**config.mk**
```make
export PLATFORM = sky130hd
export DESIGN_NAME = frogger_round_seq
export DESIGN_NICKNAME = d
export VERILOG_FILES = /design/src/rtl/frogger_round_seq.sv
export SDC_FILE = /design/constraint.sdc
export NUM_CORES = 1
export LEC_CHECK = 0
export ABC_CLOCK_PERIOD_IN_PS = 1700
export BUFFER_PORTS_ARGS = -buffer_cell sky130_fd_sc_hd__buf_4
export CAP_MARGIN = 20
export CORE_MARGIN = 4
export CORE_UTILIZATION = 50
export DETAILED_ROUTE_END_ITERATION = 8
export PLACE_DENSITY = 0.75
export SETUP_SLACK_MARGIN = 0.2
export SLEW_MARGIN = 5
export SYNTH_ARGS = -nofsm -noshare
export SYNTH_HDL_FRONTEND = slang
export SYNTH_SLANG_ARGS = --single-unit
```
**constraint.sdc**
```tcl
create_clock -name i_Clk -period 1.7 [get_ports i_Clk]
set_input_delay 0.17 -clock i_Clk [delete_from_list [all_inputs] [get_ports i_Clk]]
set_output_delay 0.17 -clock i_Clk [all_outputs]
set_load 0.01 [all_outputs]
```
**src/rtl/frogger_round_seq.sv**
```systemverilog
// rtl/frogger_round_seq.sv - Frogger round sequencer: game phase, lives, score and level
module frogger_round_seq #(
    parameter int c_LIVES           = 3,
    parameter int c_GOAL_ROW        = 0,
    parameter int c_DEATH_FRAMES    = 60,
    parameter int c_WIN_FRAMES      = 30,
    parameter int c_FLASH_FRAMES    = 8,
    parameter int c_GOALS_PER_LEVEL = 5,
    parameter int c_MAX_LEVEL       = 7,
    parameter int c_MAX_SCORE       = 99
) (
    input  logic       i_Clk,
    input  logic       i_Rst_L,
    input  logic       i_VSync,
    input  logic       i_Game_Start,
    input  logic       i_Collided,
    input  logic [5:0] i_Frogger_Y,
    output logic [2:0] o_State,
    output logic       o_Play_En,
    output logic       o_Frog_Reset,
    output logic       o_Flash,
    output logic [1:0] o_Lives,
    output logic [6:0] o_Score,
    output logic [2:0] o_Level
);

    typedef enum logic [2:0] {
        S_IDLE  = 3'd0,
        S_START = 3'd1,
        S_PLAY  = 3'd2,
        S_DEATH = 3'd3,
        S_GOAL  = 3'd4,
        S_OVER  = 3'd5
    } t_state;

    localparam logic [1:0] LP_LIVES      = 2'(c_LIVES);
    localparam logic [5:0] LP_GOAL_ROW   = 6'(c_GOAL_ROW);
    localparam logic [6:0] LP_DEATH      = 7'(c_DEATH_FRAMES);
    localparam logic [6:0] LP_WIN        = 7'(c_WIN_FRAMES);
    localparam logic [6:0] LP_FLASH      = 7'(c_FLASH_FRAMES);
    localparam logic [3:0] LP_GOALS      = 4'(c_GOALS_PER_LEVEL);
    localparam logic [2:0] LP_MAX_LEVEL  = 3'(c_MAX_LEVEL);
    localparam logic [6:0] LP_MAX_SCORE  = 7'(c_MAX_SCORE);

    t_state     r_state, w_state_nx;
    logic       r_vsync_q, r_vsync_qq, r_start_q, r_start_qq;
    logic [6:0] r_frame, w_frame_nx;
    logic [3:0] r_goal_cnt, w_goal_cnt_nx, w_goal_inc;
    logic [1:0] r_lives, w_lives_nx;
    logic [6:0] r_score, w_score_nx;
    logic [2:0] r_level, w_level_nx;
    logic       r_play_en, r_frog_reset, r_flash;
    logic       w_vs_tick, w_start_tick;
    logic [6:0] w_flash_div;

    assign w_vs_tick    = r_vsync_q & ~r_vsync_qq;
    assign w_start_tick = r_start_q & ~r_start_qq;
    assign w_goal_inc   = r_goal_cnt + 4'd1;
    assign w_flash_div  = w_frame_nx / LP_FLASH;

    always_comb begin
        w_state_nx    = r_state;
        w_frame_nx    = r_frame;
        w_goal_cnt_nx = r_goal_cnt;
        w_lives_nx    = r_lives;
        w_score_nx    = r_score;
        w_level_nx    = r_level;
        case (r_state)
            S_IDLE, S_OVER: begin
                if (w_start_tick) begin
                    w_state_nx    = S_START;
                    w_lives_nx    = LP_LIVES;
                    w_score_nx    = 7'd0;
                    w_level_nx    = 3'd0;
                    w_goal_cnt_nx = 4'd0;
                end
            end
            S_START: w_state_nx = S_PLAY;
            S_PLAY: begin
                // A collision on the goal row kills the frog without scoring.
                if (i_Collided) begin
                    w_state_nx = S_DEATH;
                    w_frame_nx = 7'd0;
                    if (r_lives != 2'd0) w_lives_nx = r_lives - 2'd1;
                end else if (i_Frogger_Y == LP_GOAL_ROW) begin
                    w_state_nx = S_GOAL;
                    w_frame_nx = 7'd0;
                    if (r_score != LP_MAX_SCORE) w_score_nx = r_score + 7'd1;
                    if (w_goal_inc >= LP_GOALS) begin
                        w_goal_cnt_nx = 4'd0;
                        if (r_level != LP_MAX_LEVEL) w_level_nx = r_level + 3'd1;
                    end else begin
                        w_goal_cnt_nx = w_goal_inc;
                    end
                end
            end
            S_DEATH: begin
                if (r_frame == LP_DEATH) w_state_nx = (r_lives == 2'd0) ? S_OVER : S_START;
                else if (w_vs_tick)      w_frame_nx = r_frame + 7'd1;
            end
            S_GOAL: begin
                if (r_frame == LP_WIN) w_state_nx = S_START;
                else if (w_vs_tick)    w_frame_nx = r_frame + 7'd1;
            end
            default: w_state_nx = S_IDLE;
        endcase
    end

    // Outputs are registered from the next-state values so they line up with o_State.
    always_ff @(posedge i_Clk) begin
        if (!i_Rst_L) begin
            r_state      <= S_IDLE;
            r_vsync_q    <= 1'b0;
            r_vsync_qq   <= 1'b0;
            r_start_q    <= 1'b0;
            r_start_qq   <= 1'b0;
            r_frame      <= 7'd0;
            r_goal_cnt   <= 4'd0;
            r_lives      <= 2'd0;
            r_score      <= 7'd0;
            r_level      <= 3'd0;
            r_play_en    <= 1'b0;
            r_frog_reset <= 1'b0;
            r_flash      <= 1'b0;
        end else begin
            r_state      <= w_state_nx;
            r_vsync_q    <= i_VSync;
            r_vsync_qq   <= r_vsync_q;
            r_start_q    <= i_Game_Start;
            r_start_qq   <= r_start_q;
            r_frame      <= w_frame_nx;
            r_goal_cnt   <= w_goal_cnt_nx;
            r_lives      <= w_lives_nx;
            r_score      <= w_score_nx;
            r_level      <= w_level_nx;
            r_play_en    <= (w_state_nx == S_PLAY);
            r_frog_reset <= (w_state_nx == S_START);
            r_flash      <= (w_state_nx == S_DEATH) & w_flash_div[0];
        end
    end

    assign o_State      = r_state;
    assign o_Play_En    = r_play_en;
    assign o_Frog_Reset = r_frog_reset;
    assign o_Flash      = r_flash;
    assign o_Lives      = r_lives;
    assign o_Score      = r_score;
    assign o_Level      = r_level;

endmodule

```
==> key figures <==
CTS
  – Clk_lat worst skew: 0.29 ns
  – CTS tree: done
  – CTS HTree Levels: 2
  – CTS buffer count: 5
  – Clock tree sinks: 33
  – CTS Hold Buffers Added: 0
  – Root Buffer: clkbuf_8
  – Worst-case clock buffer depth: 2
  – Clk slew on worst S/H paths: 0.07 ns

Status
  – Failing checks: negative setup slack
  – Status: finished, violations left

Power and ir drop
  – PwrDens: 605.4 nW/um^2
  – Reg power frac: 47.8%
  – Leakage: 1.102 nW
  – Tot Pwr: 1.691 mW
  – Peak supply drop: 0.0004994 V
  – Gate power share: 18.3%
  – NetSw: 469.2 uW
  – Switch share: 27.74%
  – Int Power: 1.222 mW
  – Clock power frac: 33.9%

Floorplanning
  – Die width: 68.67 um
  – FP Rows: 21
  – Die H: 68.67 um
  – Die ar.: 4716 um^2
  – CORE AREA: 3442 um^2
  – I/O Pins: 29
  – Starting density of the core: 53.47%

Place
  – Port bufs: 28
  – Placed inst area: 2265 um^2
  – DP HPWL: 3264 um
  – Setup Slack @ Placement: -0.03331 ns
  – Placed Cells: 282
  – Placer Congestion: 0.8417

Yosys
  – Leading area contributor after synthesis: dfxtp_1
  – Syn Inst Count: 202
  – Adder-Cell Fraction of Synth Area: 6.118%
  – Main synth FF type: dfxtp_1
  – Main combinational cell family by area after synthesis: simple AND/OR/NAND/NOR gates
  – Synth area leaders: dfxtp_1 (36%), ha_1 (6.1%), nor2_1 (3.7%)
  – Compound-Gate Fraction of Synth Area: 13.46%
  – Flops & latches, synth: 33
  – Synth Area in Simple Gates: 31.68%
  – Mux cell area share after synthesis: 2.175%
  – Synth unique cells: 51
  – Synth Cell Area: 1841 um^2
  – Ys Warns: 0
  – Async SR Flop Fraction: 0%
  – Post-synth net total: 222
  – Post-synth EDFFs: 0
  – XOR/XNOR share of the synthesized area: 4.759%
  – Top cell type's share of synthesized area: 35.89%
  – Seq/Total Area, Yosys: 35.89%
  – Avg Inst Size Synth: 9.111 um^2

Global routing
  – Largest net degree at the start of global routing: 24
  – Initial antenna violation count: 0
  – Vias in the first global route: 1,705
  – Global-route wire length before repair: 7679 um
  – Gr usage total: 21.67%
  – Gr ovfl total: 0

Critical path
  – Critical path arrival: 1.95 ns
  – CP Class: reg -> reg
  – CP Capture Type: flip-flop
  – Required @ worst endpoint: 1.88 ns
  – CP startpoint kind: flip-flop
  – Critical path peak fanout: 6

Timing
  – F_max: 563.7 MHz
  – Final Max Tran Viols: 0
  – Worst slew margin: 72.31%
  – Setup TNS Final: -0.1443 ns
  – RSZ-0062 raised after global routing: yes
  – Final Worst Setup Slack: -0.07404 ns
  – Worst-Margin Slew: 0.4153 ns
  – Min Hold Slack: 0.09281 ns
  – # setup viols final: 3
  – Fin. Hold Viols: 0
  – Final Skew: 0.008534 ns
  – Period utilization: 104.4%
  – Minimum clock period: 1.774 ns

Detailed routing
  – DR vias/cell: 5.981
  – Routed Wire Length: 5729 um
  – DRC violation total after the first TritonRoute iteration: 122
  – Routed vias: 1,866
  – Drt pass-1 iters: 4
  – ANT nets after route: 0
  – # DRC: 0
  – DR WL/cell: 18.36 um

Layout
  – Final Cell Area: 2794 um^2
  – Fin cells: 312
  – Most frequent cells in the layout: buf_4 (54), dfxtp_1 (26), nor2_1 (17)
  – Net count of the finished layout: 285
  – Ant diodes: 0
  – FILL cells: 200
  – Most common cell after layout, fill and taps aside: buf_4
  – Fin util: 81.17%
  – Syn-to-layout area delta: 51.80%
  – Share of cells above drive strength 1: 49.25%

Flow run
  – Max_cap viols: 0

Hold path
  – Worst min-delay path class: in -> reg
-- kinds of logic after synthesis --
kind of cell | count (synthesis)
and+or+nand+nor | 95
DFF | 33
AOI/OAI and AO/OA | 31
buffers and inverters | 20
xor gates and xnor gates | 10
adders and majority gates | 9
muxes | 4
-- sequential cells by signal, indices dropped and copies added, names as in the netlist, 2 cells and up --
signal,cells
o_State,3
o_Score,7
o_Lives,2
r_goal_cnt,4
r_frame,7
o_Level,3
-- cell type report --
class | instances | area [um^2] | area share (%)
multi-input cells | 149 | 1388 | 49.66
flip-flops and latches | 33 | 681.9 | 24.41
repair buffers | 65 | 540.5 | 19.35
clock buffers | 6 | 72.57 | 2.597
well taps | 46 | 57.56 | 2.060
inverters | 11 | 43.79 | 1.567
clock inverters | 2 | 10.01 | 0.3583
-- Yosys cell counts, drive strengths merged, types with 2 or more instances --
library cell / instances
nor2: 18
nor3b: 5
nor2b: 2
a2111oi: 3
a211oi: 2
and4b: 2
a21oi: 7
nand2: 16
xnor2: 7
nand4: 7
nand2b: 3
inv: 11
nor4b: 2
nand3b: 3
clkbuf: 4
and2: 6
o21ai: 7
or3: 4
xor2: 3
buf: 5
ha: 9
nand3: 10
a211o: 3
nor4: 6
mux2i: 4
and3: 5
dfxtp: 33
or2: 2
-- timing repair --
item	CTS	global route
pin swaps	9	26
endpoints found under the setup margin	26	27
gates resized for setup	11	48
buffers inserted	6	16
-- layer usage --
layer | track usage, % | wire, um
met4 | 8.933 | 225
met3 | 5.348 | 270
met1 | 22.87 | 2131
met5 | 0 | 0
met2 | 40.41 | 3101
-- power groups by stage --
stage	clock, mW	sequential (mW)	combinational [mW]
finish	0.574	0.809	0.309
global route	0.631	0.810	0.328
CTS	0.579	0.811	0.232
detailed placement	0	0.829	0.214
global placement	0	0.827	0.210
floorplan	0	0.827	0.137
-- final timing paths --
path | start | to | slack (ns) | cells after the start
max reg2reg | o_State[2] | o_Score[5] | -0.07 | 7
min | i_VSync | r_vsync_q | 0.09 | 2
max | o_State[2] | o_Score[5] | -0.07 | 7
min reg2reg | o_Level[1] | o_Level[1] | 0.50 | 2
-- critical path, stage by stage (launching register included) --
cell       delay, ns
dfxtp_4         0.36
buf_12          0.13
nor3b_4         0.23
nand3_4         0.13
buf_12          0.15
a2111oi_4       0.37
xnor2_1         0.20
nor2_1          0.09
(Power assumes the default switching activity.)
